**src/rtl/axi_lite_slv_ctrl_pkg.sv**
```systemverilog
// -----------------------------------------------------------------------------
// axi_lite_slv_ctrl_pkg
// Definitions shared by the AXI4-Lite slave protocol engine:
//   - AXI response codes
//   - write and read FSM state encodings
//   - position of the region field inside the byte address, which must match
//     the region base definitions used by the register-space decoder
//   - region_mapped(): tells whether a region index is backed by registers
// -----------------------------------------------------------------------------
package axi_lite_slv_ctrl_pkg;

  localparam logic [1:0] RESP_OKAY   = 2'b00;
  localparam logic [1:0] RESP_SLVERR = 2'b10;

  // Address bits [11:8] select one of up to 16 regions.
  localparam int REGION_LSB = 8;
  localparam int REGION_MSB = 11;
  localparam int REGION_W   = REGION_MSB - REGION_LSB + 1;

  typedef enum logic [2:0] {
    W_IDLE,
    W_ADDR,
    W_DATA,
    W_EXEC,
    W_RESP
  } w_state_t;

  typedef enum logic [1:0] {
    R_IDLE,
    R_EXEC,
    R_WAIT,
    R_RESP
  } r_state_t;

  // A region is mapped when its index is below the number of mapped regions.
  function automatic logic region_mapped(input logic [REGION_W-1:0] region,
                                         input int unsigned num_regions);
    return 32'(region) < num_regions;
  endfunction

endpackage

```
**src/rtl/axi_lite_rd_ch.sv**
```systemverilog
// -----------------------------------------------------------------------------
// axi_lite_rd_ch
// AXI4-Lite read channel: accepts one read address at a time, issues a single
// cycle rden pulse to the decoder (mapped regions only), captures the decoder's
// registered read data one cycle later and holds RVALID/RDATA/RRESP until the
// master takes the response.
//
// Ports:
//   clk, rst        clock and asynchronous active-high reset
//   araddr/arvalid/arready        AR channel
//   rdata/rresp/rvalid/rready     R channel
//   slv_araddr      latched read address to the decoder
//   slv_reg_rden    one-cycle read pulse to the decoder
//   slv_rdata       decoder registered read data, valid the cycle after rden
// -----------------------------------------------------------------------------
module axi_lite_rd_ch
  import axi_lite_slv_ctrl_pkg::*;
#(
  parameter int DATA_WIDTH  = 32,
  parameter int ADDR_WIDTH  = 12,
  parameter int NUM_REGIONS = 5
) (
  input  logic                  clk,
  input  logic                  rst,
  input  logic [ADDR_WIDTH-1:0] araddr,
  input  logic                  arvalid,
  output logic                  arready,
  output logic [DATA_WIDTH-1:0] rdata,
  output logic [1:0]            rresp,
  output logic                  rvalid,
  input  logic                  rready,
  output logic [ADDR_WIDTH-1:0] slv_araddr,
  output logic                  slv_reg_rden,
  input  logic [DATA_WIDTH-1:0] slv_rdata
);

  r_state_t              r_state_reg, r_state_next;
  logic                  arready_reg, arready_next;
  logic                  rvalid_reg, rvalid_next;
  logic [1:0]            rresp_reg, rresp_next;
  logic [DATA_WIDTH-1:0] rdata_reg, rdata_next;
  logic [ADDR_WIDTH-1:0] araddr_reg, araddr_next;
  logic                  ar_hs;
  logic                  ar_mapped;
  logic                  rden;

  assign ar_mapped = region_mapped(araddr_reg[REGION_MSB:REGION_LSB], NUM_REGIONS);

  always_comb begin
    r_state_next = r_state_reg;
    arready_next = arready_reg;
    rvalid_next  = rvalid_reg;
    rresp_next   = rresp_reg;
    rdata_next   = rdata_reg;
    araddr_next  = araddr_reg;
    rden         = 1'b0;
    // arready is registered, so it stays low for the first cycle after reset.
    ar_hs        = arvalid & arready_reg;

    case (r_state_reg)
      R_IDLE: begin
        arready_next = 1'b1;
        if (ar_hs) begin
          araddr_next  = araddr;
          arready_next = 1'b0;
          r_state_next = R_EXEC;
        end
      end
      R_EXEC: begin
        rden         = ar_mapped;
        r_state_next = R_WAIT;
      end
      R_WAIT: begin
        // The decoder's registered output is valid now; unmapped reads
        // return zero instead of whatever the decoder happens to drive.
        rdata_next   = ar_mapped ? slv_rdata : '0;
        rresp_next   = ar_mapped ? RESP_OKAY : RESP_SLVERR;
        rvalid_next  = 1'b1;
        r_state_next = R_RESP;
      end
      R_RESP: begin
        if (rready) begin
          rvalid_next  = 1'b0;
          arready_next = 1'b1;
          r_state_next = R_IDLE;
        end
      end
      default: begin
        r_state_next = R_IDLE;
      end
    endcase
  end

  always_ff @(posedge clk or posedge rst) begin
    if (rst) begin
      r_state_reg <= R_IDLE;
      arready_reg <= 1'b0;
      rvalid_reg  <= 1'b0;
      rresp_reg   <= 2'b00;
      rdata_reg   <= '0;
      araddr_reg  <= '0;
    end else begin
      r_state_reg <= r_state_next;
      arready_reg <= arready_next;
      rvalid_reg  <= rvalid_next;
      rresp_reg   <= rresp_next;
      rdata_reg   <= rdata_next;
      araddr_reg  <= araddr_next;
    end
  end

  assign arready      = arready_reg;
  assign rvalid       = rvalid_reg;
  assign rresp        = rresp_reg;
  assign rdata        = rdata_reg;
  assign slv_araddr   = araddr_reg;
  assign slv_reg_rden = rden;

endmodule

```
**src/rtl/axi_lite_slv_ctrl.sv**
```systemverilog
// -----------------------------------------------------------------------------
// axi_lite_slv_ctrl
// AXI4-Lite slave protocol engine placed in front of the register-space
// address decoder and read mux. Terminates the five AXI4-Lite channels,
// latches address/data/strobes, issues single-cycle write and read pulses to
// the decoder and flags accesses to unmapped regions with SLVERR.
// The write path lives here; the read path is in axi_lite_rd_ch. The two are
// fully independent, so wren and rden may pulse in the same cycle.
// C_S_AXI_DATA_WIDTH must be 32 or 64.
//
// Ports:
//   S_AXI_ACLK, S_AXI_ARESET      clock, asynchronous active-high reset
//   S_AXI_AW*, S_AXI_W*, S_AXI_B* write address / data / response channels
//   S_AXI_AR*, S_AXI_R*           read address / data channels
//   slv_awaddr/slv_wdata/slv_wstrb latched write address, data, strobes
//   slv_araddr                    latched read address
//   slv_reg_wren/slv_reg_rden     one-cycle write/read pulses to the decoder
//   slv_rdata                     decoder read data, valid the cycle after rden
// -----------------------------------------------------------------------------
module axi_lite_slv_ctrl
  import axi_lite_slv_ctrl_pkg::*;
#(
  parameter int C_S_AXI_DATA_WIDTH = 32,
  parameter int C_S_AXI_ADDR_WIDTH = 12,
  parameter int C_NUM_REGIONS      = 5
) (
  input  logic                            S_AXI_ACLK,
  input  logic                            S_AXI_ARESET,
  input  logic [C_S_AXI_ADDR_WIDTH-1:0]   S_AXI_AWADDR,
  input  logic                            S_AXI_AWVALID,
  output logic                            S_AXI_AWREADY,
  input  logic [C_S_AXI_DATA_WIDTH-1:0]   S_AXI_WDATA,
  input  logic [C_S_AXI_DATA_WIDTH/8-1:0] S_AXI_WSTRB,
  input  logic                            S_AXI_WVALID,
  output logic                            S_AXI_WREADY,
  output logic [1:0]                      S_AXI_BRESP,
  output logic                            S_AXI_BVALID,
  input  logic                            S_AXI_BREADY,
  input  logic [C_S_AXI_ADDR_WIDTH-1:0]   S_AXI_ARADDR,
  input  logic                            S_AXI_ARVALID,
  output logic                            S_AXI_ARREADY,
  output logic [C_S_AXI_DATA_WIDTH-1:0]   S_AXI_RDATA,
  output logic [1:0]                      S_AXI_RRESP,
  output logic                            S_AXI_RVALID,
  input  logic                            S_AXI_RREADY,
  output logic [C_S_AXI_ADDR_WIDTH-1:0]   slv_awaddr,
  output logic [C_S_AXI_DATA_WIDTH-1:0]   slv_wdata,
  output logic [C_S_AXI_DATA_WIDTH/8-1:0] slv_wstrb,
  output logic [C_S_AXI_ADDR_WIDTH-1:0]   slv_araddr,
  output logic                            slv_reg_wren,
  output logic                            slv_reg_rden,
  input  logic [C_S_AXI_DATA_WIDTH-1:0]   slv_rdata
);

  localparam int STRB_WIDTH = C_S_AXI_DATA_WIDTH / 8;

  // ---------------------------------------------------------------------------
  // Write channel
  // ---------------------------------------------------------------------------
  w_state_t                      w_state_reg, w_state_next;
  logic                          awready_reg, awready_next;
  logic                          wready_reg, wready_next;
  logic                          bvalid_reg, bvalid_next;
  logic [1:0]                    bresp_reg, bresp_next;
  logic [C_S_AXI_ADDR_WIDTH-1:0] awaddr_reg, awaddr_next;
  logic [C_S_AXI_DATA_WIDTH-1:0] wdata_reg, wdata_next;
  logic [STRB_WIDTH-1:0]         wstrb_reg, wstrb_next;
  logic                          aw_hs;
  logic                          w_hs;
  logic                          aw_mapped;
  logic                          wren;

  assign aw_mapped = region_mapped(awaddr_reg[REGION_MSB:REGION_LSB], C_NUM_REGIONS);

  always_comb begin
    w_state_next = w_state_reg;
    awready_next = awready_reg;
    wready_next  = wready_reg;
    bvalid_next  = bvalid_reg;
    bresp_next   = bresp_reg;
    awaddr_next  = awaddr_reg;
    wdata_next   = wdata_reg;
    wstrb_next   = wstrb_reg;
    wren         = 1'b0;
    // Ready flags are registered, so a handshake can only happen in a state
    // that has the matching ready raised; this also keeps the latched values
    // stable until the next capture on the same channel.
    aw_hs        = S_AXI_AWVALID & awready_reg;
    w_hs         = S_AXI_WVALID & wready_reg;

    if (aw_hs) begin
      awaddr_next = S_AXI_AWADDR;
    end
    if (w_hs) begin
      wdata_next = S_AXI_WDATA;
      wstrb_next = S_AXI_WSTRB;
    end

    case (w_state_reg)
      W_IDLE: begin
        awready_next = 1'b1;
        wready_next  = 1'b1;
        if (aw_hs && w_hs) begin
          awready_next = 1'b0;
          wready_next  = 1'b0;
          w_state_next = W_EXEC;
        end else if (aw_hs) begin
          awready_next = 1'b0;
          w_state_next = W_DATA;
        end else if (w_hs) begin
          wready_next  = 1'b0;
          w_state_next = W_ADDR;
        end
      end
      W_ADDR: begin
        if (aw_hs) begin
          awready_next = 1'b0;
          w_state_next = W_EXEC;
        end
      end
      W_DATA: begin
        if (w_hs) begin
          wready_next  = 1'b0;
          w_state_next = W_EXEC;
        end
      end
      W_EXEC: begin
        wren         = aw_mapped;
        bresp_next   = aw_mapped ? RESP_OKAY : RESP_SLVERR;
        bvalid_next  = 1'b1;
        w_state_next = W_RESP;
      end
      W_RESP: begin
        if (S_AXI_BREADY) begin
          bvalid_next  = 1'b0;
          awready_next = 1'b1;
          wready_next  = 1'b1;
          w_state_next = W_IDLE;
        end
      end
      default: begin
        w_state_next = W_IDLE;
      end
    endcase
  end

  always_ff @(posedge S_AXI_ACLK or posedge S_AXI_ARESET) begin
    if (S_AXI_ARESET) begin
      w_state_reg <= W_IDLE;
      awready_reg <= 1'b0;
      wready_reg  <= 1'b0;
      bvalid_reg  <= 1'b0;
      bresp_reg   <= 2'b00;
      awaddr_reg  <= '0;
      wdata_reg   <= '0;
      wstrb_reg   <= '0;
    end else begin
      w_state_reg <= w_state_next;
      awready_reg <= awready_next;
      wready_reg  <= wready_next;
      bvalid_reg  <= bvalid_next;
      bresp_reg   <= bresp_next;
      awaddr_reg  <= awaddr_next;
      wdata_reg   <= wdata_next;
      wstrb_reg   <= wstrb_next;
    end
  end

  assign S_AXI_AWREADY = awready_reg;
  assign S_AXI_WREADY  = wready_reg;
  assign S_AXI_BVALID  = bvalid_reg;
  assign S_AXI_BRESP   = bresp_reg;
  assign slv_awaddr    = awaddr_reg;
  assign slv_wdata     = wdata_reg;
  assign slv_wstrb     = wstrb_reg;
  assign slv_reg_wren  = wren;

  // ---------------------------------------------------------------------------
  // Read channel
  // ---------------------------------------------------------------------------
  axi_lite_rd_ch #(
    .DATA_WIDTH  (C_S_AXI_DATA_WIDTH),
    .ADDR_WIDTH  (C_S_AXI_ADDR_WIDTH),
    .NUM_REGIONS (C_NUM_REGIONS)
  ) u_rd_ch (
    .clk          (S_AXI_ACLK),
    .rst          (S_AXI_ARESET),
    .araddr       (S_AXI_ARADDR),
    .arvalid      (S_AXI_ARVALID),
    .arready      (S_AXI_ARREADY),
    .rdata        (S_AXI_RDATA),
    .rresp        (S_AXI_RRESP),
    .rvalid       (S_AXI_RVALID),
    .rready       (S_AXI_RREADY),
    .slv_araddr   (slv_araddr),
    .slv_reg_rden (slv_reg_rden),
    .slv_rdata    (slv_rdata)
  );

endmodule
```
**config.mk**
```make
export PLATFORM = sky130hd
export DESIGN_NAME = axi_lite_slv_ctrl
export DESIGN_NICKNAME = d
export VERILOG_FILES = /design/src/rtl/axi_lite_slv_ctrl_pkg.sv /design/src/rtl/axi_lite_rd_ch.sv /design/src/rtl/axi_lite_slv_ctrl.sv
export SDC_FILE = /design/constraint.sdc
export NUM_CORES = 1
export LEC_CHECK = 0
export CAP_MARGIN = 5
export CORE_MARGIN = 1.5
export CORE_UTILIZATION = 36
export CTS_CLUSTER_SIZE = 12
export DETAILED_ROUTE_END_ITERATION = 16
export PLACE_DENSITY = 0.76
export SYNTH_ARGS = -nofsm -noshare
export SYNTH_HDL_FRONTEND = slang
export SYNTH_SLANG_ARGS = --single-unit
```
**constraint.sdc**
```tcl
create_clock -name S_AXI_ACLK -period 3.6 [get_ports S_AXI_ACLK]
set_input_delay 0.72 -clock S_AXI_ACLK [delete_from_list [all_inputs] [get_ports S_AXI_ACLK]]
set_output_delay 0.72 -clock S_AXI_ACLK [all_outputs]
set_load 0.1 [all_outputs]
```
==> flow_metrics.env <==
export IMPL_regToRegStartpoint="u_rd_ch.r_state_reg[0]"
export IMPL_critPathMaxStageDelay_ps=1170
export IMPL_die_y_um=109
export IMPL_gr_total_overflow=0
export IMPL_instances_no_fill=602
export IMPL_initial_core_util_pct=37.0
export IMPL_slew_headroom_pct=29.4
export IMPL_crit_chain="clkdlybuf4s50_1"
export IMPL_cp_max_fo=4
export IMPL_clk_pin_slew_worst_paths_ps=90
export IMPL_setup_slack_ps=898
export IMPL_hold_path_class="flop to flop"
export IMPL_crit_path_end="slv_araddr[11]"
export IMPL_grt_util_all_layers_pct=16.0
export IMPL_synth_edff_count=0
export IMPL_ys_seq_elements=104
export IMPL_routed_wl_um=9340
export IMPL_synth_most_common_cell="dfrtp_1"
export IMPL_arrival_ps=1980
export IMPL_ys_flop_type="dfrtp_1"
export IMPL_place_hpwl_um=6940
export IMPL_clock_sinks=104
export IMPL_place_congestion=0.712
export IMPL_ios=202
export IMPL_cts_max_path_buffers=2
export IMPL_syn_area_um2=4010
export IMPL_num_antenna_cells=0
export IMPL_synth_seq_area_share_pct=64.9
export IMPL_post_cts_buffers=0
export IMPL_h_tree_depth=3
export IMPL_yosys_area_top_type_share_pct=64.9
export IMPL_synth_largest_area_cell="dfrtp_1"
export IMPL_crit_required_ps=2880
export IMPL_fin_nets=561
export IMPL_antenna_left=0
export IMPL_critPathTopFamily="buffers and inverters"
export IMPL_grt_pass1_wl_um=14600
export IMPL_critPathLaunch="u_rd_ch.slv_araddr[11]"
export IMPL_final_hold_violation_count=0
export IMPL_slew_viol_final=0
export IMPL_antenna_found_initial=0
export IMPL_area_growth_pct=58.0
export IMPL_core_um2=10800
export IMPL_dr_pass1_iters=4
export IMPL_crit_buf_inv=1
export IMPL_reg2reg_to="u_rd_ch.rdata[1]"
export IMPL_worstMarginPinSlew_ps=1060
export IMPL_setup_viol=0
export IMPL_cts_tree="done"
export IMPL_die_w_um=109
export IMPL_worstSetupStartpointType="flop"
export IMPL_cts_root_buffer="clkbuf_8"
export IMPL_dp_cells=587
export IMPL_port_buffers=199
export IMPL_die_area_um2=11800
export IMPL_clock_latency_ps=360
export IMPL_outcome="finished, final reports clean"
export IMPL_drive_above_1_share_pct=24.7
export IMPL_synth_area_per_cell_um2=15.5
export IMPL_fin_skew_ps=8.74
export IMPL_worst_path_stages=1
export IMPL_netlist_top_cells_area="dfrtp_1, mux2_2, a22o_2, buf_6, ha_1"
export IMPL_endpoint_kind="primary output"
export IMPL_crit_type="flop to primary output"
export IMPL_wl_per_cell_um=15.5
export IMPL_period_share_pct=75.1
export IMPL_cts_hold_buffers_added=0
export IMPL_netlist_instances=258
export IMPL_cap_violations=0
export IMPL_first_iter_violations=68
export IMPL_cts_buffers=9
export IMPL_cts_resized_gates=0
export IMPL_fin_crit_ps=2700
export IMPL_r2r_setup_slack_ps=1670
export IMPL_worstRegToRegCells=6
export IMPL_vias=2889
export IMPL_ys_warn_count=0
export IMPL_synth_cell_types=28
export IMPL_ys_top_cells_by_count="dfrtp_1, mux2_2, a22o_2, nand2_1, nor2_1"
export IMPL_route_detailed_drc=0
export IMPL_rows=38
export IMPL_rsz0062_at_grt="false"
export IMPL_slowest_stage="clkdlybuf4s50_1"
export IMPL_setup_tns_ps=0
export IMPL_grt_max_degree=63
export IMPL_max_freq_ghz=0.370
export IMPL_dp_slack_ps=1290
export IMPL_async_reset_ff_share_pct=100
export IMPL_grt_pass1_vias=2921
export IMPL_vias_per_cell=4.80
==> worst min-delay path by stage <==
stage | from | endpoint | slack [ps] | cells past startpoint
CTS | u_rd_ch.rvalid | u_rd_ch.rvalid | 500 | 2
finish | u_rd_ch.rvalid | u_rd_ch.rvalid | 500 | 2
global placement | u_rd_ch.rvalid | u_rd_ch.rvalid | 460 | 2
detailed placement | u_rd_ch.rvalid | u_rd_ch.rvalid | 480 | 2
global route | slv_wstrb[0] | slv_wstrb[0] | 530 | 1
floorplan | w_state_reg[2] | w_state_reg[1] | 490 | 1
==> logic make-up (layout without fill, tap and decap cells) <==
group	after synthesis	after routing	synth area share, %
adder cells (fa/ha/maj)	4	4	1.25
flip-flops	104	104	64.9
AO/OA/AOI/OAI	42	42	9.67
AND/OR/NAND/NOR	25	25	3.24
buffers and inverters	19	222	3.18
multiplexers	63	63	17.7
other	1	2	0.0935
==> layout by cell type, fill, tap and decap left out, drive strengths merged <==
cell             n
buf              5
o22a             1
a22o            32
conb             2
and2b            1
mux2            63
nor3b            1
nand3            2
bufinv           2
a21oi            2
o21ai            2
nand2            9
dfrtp          104
clkdlybuf4s50  197
nand3b           1
nor2             7
o32a             3
o21a             2
clkinv           1
nor2b            1
clkbuf          12
ha               4
inv              5
nor3             3
==> routing by layer <==
layer,wire length (µm),up-vias,GRT usage (%)
met5,0,-,0
met4,175,0,6.48
met3,846,13,5.06
met2,4640,118,27.4
met1,3680,1435,18.6
li1,-,1323,-
==> cell type report <==
class,count,area [µm²]
Tap cell,140,175
Fill cell,923,4500
Inverter,5,21.3
Clock buffer,12,155
Multi-Input combinational cell,136,1290
Timing Repair Buffer,202,2020
Sequential cell,104,2600
Clock inverter,3,65.1
==> worst reg2reg max path, cell delays in order (launching register included) <==
cell	delay (ps)
dfrtp_1	410
inv_1	90
ha_1	240
inv_2	460
nor3_4	70
buf_4	260
a22o_2	270
==> stage by stage <==
stage,util (%),cell area [µm²],hold WS (ps)
3_3_place_gp,56.4,6120,464
5_1_grt,58.4,6340,527
2_1_floorplan,-,4030,485
3_5_place_dp,56.4,6120,481
6_report,58.4,6340,502
4_1_cts,58.4,6340,499
Power is not shown: default switching activity piles up to over one toggle a cycle in this logic, so the estimate is an artifact.
